===== config.mk =====
export PLATFORM = sky130hd
export DESIGN_NAME = cache_cfg_regs
export DESIGN_NICKNAME = d
export VERILOG_FILES = /design/src/rtl/cache_cfg_regs.sv
export SDC_FILE = /design/constraint.sdc
export NUM_CORES = 1
export LEC_CHECK = 0
export CAP_MARGIN = 20
export CORE_MARGIN = 4
export CORE_UTILIZATION = 35
export DETAILED_ROUTE_END_ITERATION = 16
export GPL_ROUTABILITY_DRIVEN = 0
export PLACE_DENSITY = 0.66
export SYNTH_ARGS = -nofsm -noshare
export SYNTH_HDL_FRONTEND = slang
export SYNTH_SLANG_ARGS = --single-unit
export TNS_END_PERCENT = 20

===== constraint.sdc =====
create_clock -name i_hclk -period 2.44 [get_ports i_hclk]
set_input_delay 0.732 -clock i_hclk [delete_from_list [all_inputs] [get_ports i_hclk]]
set_output_delay 0.732 -clock i_hclk [all_outputs]
set_load 0.01 [all_outputs]

===== src/rtl/cache_cfg_regs.sv =====
// cache_cfg_regs
//   AHB-Lite register slave for the cache controller. It holds the cache
//   configuration (enable, prefetch disable, data-side enable, cacheable
//   limit), two saturating hit/miss statistics counters, and a fixed ID word.
//
// Ports
//   i_hclk, i_hnreset           clock, asynchronous active-low reset
//   i_hsel .. i_hwdata          AHB-Lite slave inputs (only haddr[4:0] decoded)
//   o_hready, o_hresp, o_hrdata AHB-Lite slave outputs (zero-wait OKAY,
//                               two-cycle ERROR)
//   i_stat_hit, i_stat_miss     one-cycle statistics pulses
//   o_nbypass, o_prefetch_dis,
//   o_d_cache_en, o_climit      configuration outputs, straight from flops
//
// Register map (word offset haddr[4:2])
//   0 CTRL  1 CLIMIT  2 HIT_CNT  3 MISS_CNT  4 STATUS  5 ID  6,7 reserved
module cache_cfg_regs (
  input  logic        i_hclk,
  input  logic        i_hnreset,
  input  logic        i_hsel,
  input  logic [31:0] i_haddr,
  input  logic        i_hwrite,
  input  logic [2:0]  i_hsize,
  input  logic [1:0]  i_htrans,
  input  logic        i_hready,
  input  logic [31:0] i_hwdata,
  output logic        o_hready,
  output logic        o_hresp,
  output logic [31:0] o_hrdata,
  input  logic        i_stat_hit,
  input  logic        i_stat_miss,
  output logic        o_nbypass,
  output logic        o_prefetch_dis,
  output logic        o_d_cache_en,
  output logic [31:0] o_climit
);

  localparam logic [31:0] ID_VALUE = 32'h4341_4331;
  localparam logic [31:0] CNT_MAX  = 32'hFFFF_FFFF;

  localparam logic [2:0] IDX_CTRL   = 3'd0;
  localparam logic [2:0] IDX_CLIMIT = 3'd1;
  localparam logic [2:0] IDX_HIT    = 3'd2;
  localparam logic [2:0] IDX_MISS   = 3'd3;
  localparam logic [2:0] IDX_STATUS = 3'd4;
  localparam logic [2:0] IDX_ID     = 3'd5;

  // Response FSM: OKAY is the normal zero-wait state; an illegal transfer
  // walks through the two ERROR cycles.
  typedef enum logic [1:0] {
    ST_OKAY = 2'd0,
    ST_ERR1 = 2'd1,
    ST_ERR2 = 2'd2
  } resp_state_t;

  resp_state_t state_reg, state_next;

  logic        addr_valid;
  logic        bad_xfer;
  logic        acc_ok;
  logic        acc_err;
  logic [2:0]  addr_idx;

  logic        wr_pend_reg, wr_pend_next;
  logic [2:0]  wr_idx_reg, wr_idx_next;
  logic        hit_clr, miss_clr;

  logic [2:0]  ctrl_reg, ctrl_next;
  logic [31:0] climit_reg, climit_next;
  logic [31:0] hit_cnt_reg, hit_cnt_next;
  logic [31:0] miss_cnt_reg, miss_cnt_next;
  logic        hit_sat_reg, hit_sat_next;
  logic        miss_sat_reg, miss_sat_next;

  logic [31:0] rd_val;
  logic [31:0] fwd_val;
  logic [31:0] rdata_reg, rdata_next;

  // Upper address bits and htrans[0] carry no meaning for this slave.
  logic unused_ok;
  assign unused_ok = &{1'b0, i_haddr[31:5], i_htrans[0]};

  // ---------------------------------------------------------------------
  // Address phase qualification. ERR1 holds o_hready low, so nothing can be
  // accepted there even if the bus mis-drives i_hready.
  // ---------------------------------------------------------------------
  assign addr_valid = i_hsel & i_hready & i_htrans[1] & (state_reg != ST_ERR1);
  assign bad_xfer   = (i_hsize != 3'b010) | (i_haddr[1:0] != 2'b00);
  assign acc_ok     = addr_valid & ~bad_xfer;
  assign acc_err    = addr_valid & bad_xfer;
  assign addr_idx   = i_haddr[4:2];

  // ---------------------------------------------------------------------
  // Response FSM: state register / next state / outputs
  // ---------------------------------------------------------------------
  always_ff @(posedge i_hclk or negedge i_hnreset) begin
    if (!i_hnreset) begin
      state_reg <= ST_OKAY;
    end else begin
      state_reg <= state_next;
    end
  end

  always_comb begin
    state_next = ST_OKAY;
    case (state_reg)
      ST_ERR1: state_next = ST_ERR2;
      // ERR2 already shows o_hready=1, so a new address phase is taken here
      // exactly as in OKAY.
      default: state_next = acc_err ? ST_ERR1 : ST_OKAY;
    endcase
  end

  always_comb begin
    o_hready = 1'b1;
    o_hresp  = 1'b0;
    case (state_reg)
      ST_ERR1: begin
        o_hready = 1'b0;
        o_hresp  = 1'b1;
      end
      ST_ERR2: begin
        o_hready = 1'b1;
        o_hresp  = 1'b1;
      end
      default: begin
        o_hready = 1'b1;
        o_hresp  = 1'b0;
      end
    endcase
  end

  // ---------------------------------------------------------------------
  // Write pipeline: the address phase only records the target; the data
  // arrives one cycle later and is committed on the edge ending that cycle.
  // A valid data phase is always exactly one cycle long.
  // ---------------------------------------------------------------------
  assign wr_pend_next = acc_ok & i_hwrite;
  assign wr_idx_next  = addr_idx;
  assign hit_clr      = wr_pend_reg & (wr_idx_reg == IDX_HIT);
  assign miss_clr     = wr_pend_reg & (wr_idx_reg == IDX_MISS);

  always_comb begin
    ctrl_next   = ctrl_reg;
    climit_next = climit_reg;
    if (wr_pend_reg) begin
      case (wr_idx_reg)
        IDX_CTRL:   ctrl_next   = i_hwdata[2:0];
        IDX_CLIMIT: climit_next = i_hwdata;
        default: ;
      endcase
    end
  end

  // Counter step: clear beats a coincident pulse; the sticky flag is raised
  // as soon as the counter reaches all-ones and the value then holds.
  function automatic logic [32:0] cnt_step(input logic [31:0] cnt,
                                           input logic        sat,
                                           input logic        pulse,
                                           input logic        clr);
    logic [31:0] inc;
    inc = cnt + 32'd1;
    if (clr) begin
      cnt_step = 33'd0;
    end else if (pulse && (cnt != CNT_MAX)) begin
      cnt_step = {sat | (inc == CNT_MAX), inc};
    end else if (pulse) begin
      cnt_step = {1'b1, cnt};
    end else begin
      cnt_step = {sat, cnt};
    end
  endfunction

  always_comb begin
    {hit_sat_next, hit_cnt_next}   = cnt_step(hit_cnt_reg, hit_sat_reg, i_stat_hit, hit_clr);
    {miss_sat_next, miss_cnt_next} = cnt_step(miss_cnt_reg, miss_sat_reg, i_stat_miss, miss_clr);
  end

  // ---------------------------------------------------------------------
  // Read path: value is sampled on the address-phase edge. If the previous
  // write to the same register is still in its data phase, its data has not
  // landed yet, so the post-write value is built from i_hwdata instead.
  // ---------------------------------------------------------------------
  always_comb begin
    rd_val = 32'd0;
    case (addr_idx)
      IDX_CTRL:   rd_val = {29'd0, ctrl_reg};
      IDX_CLIMIT: rd_val = climit_reg;
      IDX_HIT:    rd_val = hit_cnt_reg;
      IDX_MISS:   rd_val = miss_cnt_reg;
      IDX_STATUS: rd_val = {30'd0, miss_sat_reg, hit_sat_reg};
      IDX_ID:     rd_val = ID_VALUE;
      default:    rd_val = 32'd0;
    endcase
  end

  always_comb begin
    fwd_val = rd_val;
    if (wr_pend_reg && (wr_idx_reg == addr_idx)) begin
      case (addr_idx)
        IDX_CTRL:          fwd_val = {29'd0, i_hwdata[2:0]};
        IDX_CLIMIT:        fwd_val = i_hwdata;
        IDX_HIT, IDX_MISS: fwd_val = 32'd0;
        default:           fwd_val = rd_val;
      endcase
    end
  end

  // Zero whenever the coming cycle is not a valid read data phase.
  assign rdata_next = (acc_ok & ~i_hwrite) ? fwd_val : 32'd0;

  // ---------------------------------------------------------------------
  // Datapath registers
  // ---------------------------------------------------------------------
  always_ff @(posedge i_hclk or negedge i_hnreset) begin
    if (!i_hnreset) begin
      wr_pend_reg  <= 1'b0;
      wr_idx_reg   <= 3'd0;
      ctrl_reg     <= 3'd0;
      climit_reg   <= 32'd0;
      hit_cnt_reg  <= 32'd0;
      miss_cnt_reg <= 32'd0;
      hit_sat_reg  <= 1'b0;
      miss_sat_reg <= 1'b0;
      rdata_reg    <= 32'd0;
    end else begin
      wr_pend_reg  <= wr_pend_next;
      wr_idx_reg   <= wr_idx_next;
      ctrl_reg     <= ctrl_next;
      climit_reg   <= climit_next;
      hit_cnt_reg  <= hit_cnt_next;
      miss_cnt_reg <= miss_cnt_next;
      hit_sat_reg  <= hit_sat_next;
      miss_sat_reg <= miss_sat_next;
      rdata_reg    <= rdata_next;
    end
  end

  assign o_hrdata       = rdata_reg;
  assign o_nbypass      = ctrl_reg[0];
  assign o_prefetch_dis = ctrl_reg[1];
  assign o_d_cache_en   = ctrl_reg[2];
  assign o_climit       = climit_reg;

endmodule


# --- After elaboration in Yosys (flattened, before gate mapping) ---
# Cells that the tools add are included.
op_classes:
  addsub: 2
  div: 0
  magnitude_cmp: 0
  n_bitwise: 14
  mux: 14
  n_reduce_logical: 14
  eq_ne: 17
  mul: 0
  shift: 0
ops:
  columns: ["op", "count"]
  rows:
  - ["$mux 33", 6]
  - ["$pmux 32 s6", 1]
  - ["$pmux 32 s3", 1]
  - ["$add 32x1->32 const B", 2]
  - ["$eq 32x32->1 const B", 2]
  - ["$mux 32", 2]
  - ["$ne 32x32->1 const B", 2]
  - ["$eq 3x2->1 const B", 4]
  - ["$and 1x1->1", 9]
  - ["$eq 3x1->1 const B", 2]
  - ["$eq 3x3->1 const B", 2]
  - ["$logic_not 3->1", 2]
  - ["$reduce_bool 2->1", 3]
  - ["$reduce_bool 3->1", 2]
  - ["$reduce_and 2->1", 2]
  - ["$reduce_or 2->1", 2]
  - ["$eq 3x3->1", 1]
  - ["$logic_and 1x1->1", 3]
  - ["$mux 1", 3]
  - ["$ne 3x2->1 const B", 1]
  - ["$or 1x1->1", 3]
  - ["$eq 2x1->1 const B", 1]
  - ["$eq 2x2->1 const B", 1]
  - ["$mux 2", 1]
  - ["2 further kinds", 3]
totals:
  romBits: 0
  n_memories: 0
  register_bits: 139
  ram_bits: 0
  latchBits: 0
  output_inout_bits: 69

# --- Logic depth before layout (Yosys ltp) ---
# Gate-level depths: netlist of run 1.
depth:
  ltp_word: 6
  depth_mapped: 10

# --- Worst setup path before layout of run 1 ---
# Ideal clock, no wire load.
synth_timing:
  path_kind: "input -> register"
  from: "in i_haddr[2]"
  to: "reg rdata_reg[22] (netlist: o_hrdata[22])"
  arrival_ns: 2.295
  cell_stages: 8
  required_ns: 2.367
  setup_time_ns: 0.073
  setup_slack_ns: 0.072
  path_cell_list: "buf_2 > xnor2_1 > nand4_1 > nor3b_1 > clkbuf_1 > buf_2 > a22oi_1 > nor2_1"
synth_via:
  elab_chain_cells: 5
synth_rtl:
  columns: ["item", "line_no", "rtl"]
  rows:
  - ["start, declared", "21", "input logic [31:0] i_haddr,"]
  - ["$eq 3x3->1 (tied with other cells)", "186", "case (addr_idx)"]
  - ["$pmux 32 s6 / $reduce_or 2->1 (equally long branches)", "186, 200", null]
  - ["$pmux 32 s3", "200", "case (addr_idx)"]
  - ["$mux 32 (*)", "199", "if (wr_pend_reg && (wr_idx_reg == addr_idx)) begin"]
  - ["$mux 32 (*)", "210", "assign rdata_next = (acc_ok & ~i_hwrite) ? fwd_val : 32'd0;"]
  - ["net rdata_next[22]", "77", "logic [31:0] rdata_reg, rdata_next;"]
  - ["end signal, assigned", "235", "rdata_reg <= rdata_next;"]
  - ["end, declared", "77", null]
# The timed path passes the listed nets; every way through them passes the cells marked *.
# A chain may end at the register's enable or synchronous reset.

# --- Worst setup path after layout of run 1 ---
layout_timing:
  from: "reg state_reg[0]"
  to: "out o_hready"
layout_via:
  elab_chain_cells: 2
layout_rtl:
  columns: ["item", "line_no", "rtl"]
  rows:
  - ["start, declared", "56", "resp_state_t state_reg, state_next;"]
  - ["start signal, assigned", "100", "state_reg <= state_next;"]
  - ["$eq 2x1->1", "117", "case (state_reg)"]
  - ["$mux 1", "117", null]
  - ["end, declared", "27", "output logic o_hready,"]
# No other way between the ends.

==> results of run 1 <==
[kinds of logic after synthesis]
family | after synthesis | synth area share (%)
and+or+nand+nor | 301 | 20.80
DFF | 139 | 45.45
AOI/OAI and AO/OA | 111 | 9.762
xor gates and xnor gates | 78 | 8.927
buffers and inverters | 74 | 4.153
muxes | 68 | 10.09
adders and majority gates | 5 | 0.8175
[power groups by stage]
stage	sequential, mW	combinational [mW]	clock [mW]
2_1_floorplan	2.58	0.677	0
3_3_place_gp	2.61	1.18	0
3_5_place_dp	2.61	1.20	0
4_1_cts	2.57	1.21	2.60
5_1_grt	2.59	1.33	2.70
6_report	2.57	1.22	2.54
[cell type report]
type                       instances  area share, %
multi-input combinational        563          38.43
clock inverter                    15          1.515
clock buffer                      17          4.221
timing repair buffer             181          17.35
sequential                       139          34.52
tap                              275          3.414
inverter                          15         0.5587
[worst max path at each step]
stage,depth (start not counted),slack (ns),start,endpoint
after floorplan,8,0.07,i_haddr[2],o_hrdata[22]
after global placement,6,-0.25,i_haddr[4],o_hrdata[30]
after detailed placement,6,-0.26,i_haddr[4],o_hrdata[30]
after CTS,3,0.02,state_reg[0],o_hresp
after global routing,9,0.02,hit_cnt_reg[0],hit_sat_reg
final,3,0.1,state_reg[0],o_hready
[worst reg2reg max path, delay by kind of cell (launching register included)]
family	cells	cell delay, ns
buffers and inverters	1	0.23
multiplexers	1	0.14
AO/OA/AOI/OAI	2	0.30
flip-flops	1	0.48
AND/OR/NAND/NOR	4	1.08
[layer usage]
layer  vias to the layer above  share of wire [%]
met4                         0                2.5
met1                      3129                 45
li1                       3034                  -
met2                       205                 46
met5                         -                  0
met3                        40                6.2
[metrics by stage]
| stage | setup WS [ns] | hold WS (ns) | utilization [%] | cells | total power, mW |
|---|---|---|---|---|---|
| floorplan | 0.07207 | 0.4364 | - | 776 | 3.255 |
| global placement | -0.2534 | 0.5033 | 44.58 | 1173 | 3.790 |
| detailed placement | -0.2602 | 0.5131 | 44.58 | 1173 | 3.807 |
| CTS | 0.02011 | 0.2000 | 47.30 | 1205 | 6.375 |
| global route | 0.02209 | 0.2066 | 47.34 | 1205 | 6.620 |
| finish | 0.09992 | 0.1990 | 47.34 | 1205 | 6.328 |
[cell usage in the layout, fill, tap and decap left out, types with 17 or more instances in the layout]
cell type and count:
nor2_1 104, a22oi_1 29, nand2_1 36, xor2_1 51, xnor2_1 27, a22o_1 19
o21ai_0 31, nand3_1 38, buf_4 57, clkdlybuf4s50_1 113, nand4_1 34, clkbuf_16 17
mux2_2 53, dfrtp_1 139, a21oi_1 18
==> results.yml, run 1 <==
timing:
  slew_headroom_pct: 32.69
  setup-tns-final_ns: 0
  period_minus_slack_ns: 2.340
  slew_viol_final: 0
  timing.final.crit_share_pct: 95.90
  finalHoldViolations: 0
  fin_skew_ns: 0.01260
  fmax_mhz: 427.3
  setup_violations: 0
  rsz0062_at_grt: "no"
  tightest_slew_ns: 1.010
drt:
  routed-via-count: 6408
  wl_mm: 21.19
  drt_pass1_iterations: 5
  ant_nets: 0
  route.detailed.drc: 0
  drt-initial-drc-count: 459
  detail_route.wl_per_cell_um: 17.58
  via_per_inst: 5.318
critical_path:
  startpoint_type: "flip-flop"
  cp.required_ns: 1.71
  cpPeakStageDelay_ns: 0.54
  r2r_start: "miss_cnt_reg[6]"
  cp.buffers_inverters: 2
  r2r-end: "miss_sat_reg"
  end_kind: "output port"
  cp_data_arrival_time_ns: 1.61
  ff2ff_path_depth: 8
  crit_family: "buffers and inverters"
  path_max_fanout: 2
  path_cells: "ha_1 > inv_1 > clkdlybuf4s50_1"
  rrSetupSlack_ns: 0.15
  slowest_stage: "clkdlybuf4s50_1"
  crit_type: "flip-flop to output port"
synth:
  syn_area_per_cell_um2: 9.861
  yosysWarningCount: 0
  synth_nets: 857
  ys.flop_type: "dfrtp_1"
  ys_seq_area_share_pct: 45.45
  synth_cell_types: 52
  synthCells: 776
  synth_top_area_cell: "dfrtp_1"
  yosysMostFrequentCell: "dfrtp_1"
  yosys-top-cells-area: "dfrtp_1, mux2_2, xor2_1"
  synth_area_mm2: 0.007652
  synth-seq-cells: 139
  synth-async-reset-ratio_pct: 100.0
  synth_edf_count: 0
  synth_top_area_share_pct: 45.45
  synth.cells.most_frequent: "dfrtp_1, nor2_1, mux2_2"
global_routing:
  grt_usage_pct: 17.67
  antenna_found_initial: 0
  grtUsageMet2_pct: 27.55
  globalRouteMet1Util_pct: 24.08
  grt_overflow: 0
  grt_pass1_wl_mm: 34.16
  grt_pass1_vias: 6370
  grt_use_met3_pct: 4.327
  grt-busiest-layer: "met2"
  grt_max_degree: 51
final_layout:
  antennaDiodeCount: 0
  fin_nets: 998
  area_growth_pct: 31.69
  multiInputGateArea_mm2: 0.003872
  drive_gt1_share_pct: 18.17
  post-route-cell-area_mm2: 0.01008
  register_area_mm2: 0.003478
  fillers: 1928
floorplanning:
  pin_count: 145
  num_rows: 53
  coreArea_mm2: 0.02129
  die_h_um: 155.9
  dieWidth_um: 155.9
  die-area_mm2: 0.02429
  initial_core_util_pct: 35.95
clock_network:
  clk_pin_slew_ns: 0.06
  clkLatencyLatePin_ns: 0.43
  cts_sinks: 139
  cts_setup_buffers: 0
  h-tree-depth: 4
  cts_tree: "built"
  numCtsBuffers: 17
  clockBufferDepth: 2
  cts_resized: 0
  hold_buffers: 0
  cts_root_buf: "clkbuf_16"
job:
  maxCapViolations: 0
power:
  switchingPower_mw: 1.919
  p_comb_share_pct: 19.2
  switching_share_pct: 30.32
  irDropWorstVdd_mv: 0.4493
  power_frac_seq_pct: 40.7
  power_density_mw_per_mm2: 627.9
  leakage_nw: 4.371
  p_int_mw: 4.409
  p_clk_share_pct: 40.1
placed_design:
  dp_hpwl_mm: 15.70
  port_buffers: 116
  dpl_cell_area_mm2: 0.009490
worst_hold_path:
  hold_class: "primary input to async pin"
outcome:
  status: "finished clean"
No activity file was read; power rests on OpenSTA's default activity.
==> inputs of run 2 (changes only) <==
Settings changed: GPL_ROUTABILITY_DRIVEN 0 to 1, SETUP_SLACK_MARGIN set to 0.1.
==> run 2 against run 1 <==
Cell count up 0.33%; routed wire length up 2.6%; count of clock-buffer cells in the layout unchanged; cell area up 0.60%; sequential power about the same; combinational power about the same; critical endpoint is now hit_sat_reg.
==> results.yml, run 2 (synthesized netlist as in run 1, its figures left out) <==
placed_design:
  routabilityCongestion: 0.9577
  pre_cts_ws_ns: -0.1294
  dp_hpwl_mm: 16.15
  port_buffers: 116
global_routing:
  globalRouteMet1Util_pct: 25.24
  grt_overflow: 0
  grt_usage_pct: 18.07
  grt_pass1_wl_mm: 34.78
  grt_pass1_vias: 6306
  grt_use_met3_pct: 3.107
  grtUsageMet2_pct: 28.70
  antenna_found_initial: 0
  grt-busiest-layer: "met2"
  grt_max_degree: 60
power:
  irDropWorstVdd_mv: 0.3501
  power_frac_seq_pct: 40.1
  p_clk_share_pct: 41.1
  leakage_nw: 4.411
  power.total_mw: 6.430
  p_int_mw: 4.519
  switchingPower_mw: 1.911
  switching_share_pct: 29.72
  p_comb_share_pct: 18.8
  power_density_mw_per_mm2: 634.3
floorplanning:
  pin_count: 145
  die_h_um: 155.9
  dieWidth_um: 155.9
  die-area_mm2: 0.02429
  num_rows: 53
  initial_core_util_pct: 35.95
  coreArea_mm2: 0.02129
final_layout:
  drive_gt1_share_pct: 18.63
  fin_nets: 1002
  final_cell_mix: "dfrtp_1, clkdlybuf4s50_1, nor2_1, buf_4, mux2_2"
  antennaDiodeCount: 0
  final_common_cell: "dfrtp_1"
  area_growth_pct: 32.47
  fillers: 1928
drt:
  ant_nets: 0
  drt-initial-drc-count: 437
  routed-via-count: 6494
  detail_route.wl_per_cell_um: 17.97
  wl_mm: 21.73
  route.detailed.drc: 0
  drt_pass1_iterations: 8
  via_per_inst: 5.371
clock_network:
  cts_sinks: 139
  cts_tree: "built"
  numCtsBuffers: 17
  cts_root_buf: "clkbuf_16"
  clockBufferDepth: 2
  clk_pin_slew_ns: 0.07
  h-tree-depth: 4
  clkLatencyLatePin_ns: 0.42
critical_path:
  rrSetupSlack_ns: 0.19
  r2r-end: "hit_sat_reg"
  end_kind: "flip-flop"
  crit_type: "flip-flop to flip-flop"
  cp_data_arrival_time_ns: 2.60
  r2r_start: "hit_cnt_reg[0]"
  ff2ff_path_depth: 8
  path_max_fanout: 4
  startpoint_type: "flip-flop"
  cp.required_ns: 2.79
timing:
  rsz0062_at_grt: "yes"
  fin_skew_ns: 0.009797
  period_minus_slack_ns: 2.250
  timing.final.crit_share_pct: 92.20
  setup_violations: 0
  tightest_slew_ns: 0.5475
  fmax_mhz: 444.5
  setup_ws_ns: 0.1904
  slew_viol_final: 0
  slew_headroom_pct: 63.17
  finalHoldViolations: 0
outcome:
  status: "finished clean"
job:
  maxCapViolations: 0
worst_hold_path:
  hold_class: "primary input to async pin"
## run 2: changes by cell type in the layout (fill, tap and decap cells not counted), sizes merged
cell | previous run | this run
clkinv | 1 | 2
dlygate4sd2 | 0 | 1
clkinvlp | 3 | 1
buf | 67 | 71
bufinv | 1 | 2
clkdlybuf4s50 | 113 | 112
## run 2: area by class of cell
class                   instances  area (µm²)  area share (%)
clock buffers                  17       425.4           4.197
inverters                      15       56.30          0.5554
flip-flops and latches        139        3478           34.31
clock inverters                15       176.4           1.740
repair buffers                185        1777           17.53
well taps                     275       344.1           3.394
multi-input cells             563        3880           38.27
## run 2: stage by stage
step / hold slack (ns) / instance area [µm²] / util [%] / setup TNS, ns / instances
2_1_floorplan: 0.4364 / 7654 / - / 0 / 776
3_3_place_gp: 0.5132 / 9520 / 44.72 / -2.415 / 1177
3_5_place_dp: 0.5210 / 9520 / 44.72 / -2.580 / 1177
4_1_cts: 0.2024 / 10120 / 47.55 / 0 / 1209
5_1_grt: 0.2189 / 10140 / 47.62 / 0 / 1209
6_report: 0.1988 / 10140 / 47.62 / 0 / 1209
## run 2: critical path: stages, from the launching register on
cell	delay [ns]
dfrtp_1	0.40
ha_1	0.21
nand3_1	0.12
or2_1	0.31
or3_1	0.44
nor2_2	0.14
xnor2_1	0.08
nor4_1	0.26
a41o_1	0.21
## run 2: worst max path at each step
stage,from,to,slack (ns),cells past startpoint
4_1_cts,state_reg[0],o_hready,0.07,3
3_3_place_gp,i_hsize[2],o_hrdata[14],-0.09,6
5_1_grt,hit_cnt_reg[11],hit_sat_reg,0.05,7
6_report,hit_cnt_reg[0],hit_sat_reg,0.19,8
2_1_floorplan,i_haddr[2],o_hrdata[14],0.12,7
3_5_place_dp,i_hsize[2],o_hrdata[22],-0.13,6
## run 2: power by group through the flow
stage               combinational [mW]  sequential [mW]  clock, mW
detailed placement                1.20             2.62          0
floorplan                        0.677             2.58          0
global placement                  1.19             2.61          0
finish                            1.21             2.58       2.65
global route                      1.33             2.60       2.79
CTS                               1.21             2.58       2.70
## run 2: repair_timing
| action | in CTS | in global routing |
|---|---|---|
| pin swaps | 0 | 1 |
| hold buffers | 0 | 0 |
| setup endpoints to repair | 3 | 9 |
| setup buffers | 0 | 0 |
| resized for setup | 1 | 4 |
## run 2: layer usage
layer  part of all wire [%]  routed length [µm]
met2                     47               10180
met3                    5.4                1169
met1                     46               10000
met4                    1.7                 379
met5                      0                   0
==> inputs of run 3 (changes only) <==
Settings changed: SKIP_LAST_GASP set to 1.
==> results of run 3 <==
Final layout, timing and power as in run 2 (identical DEF).
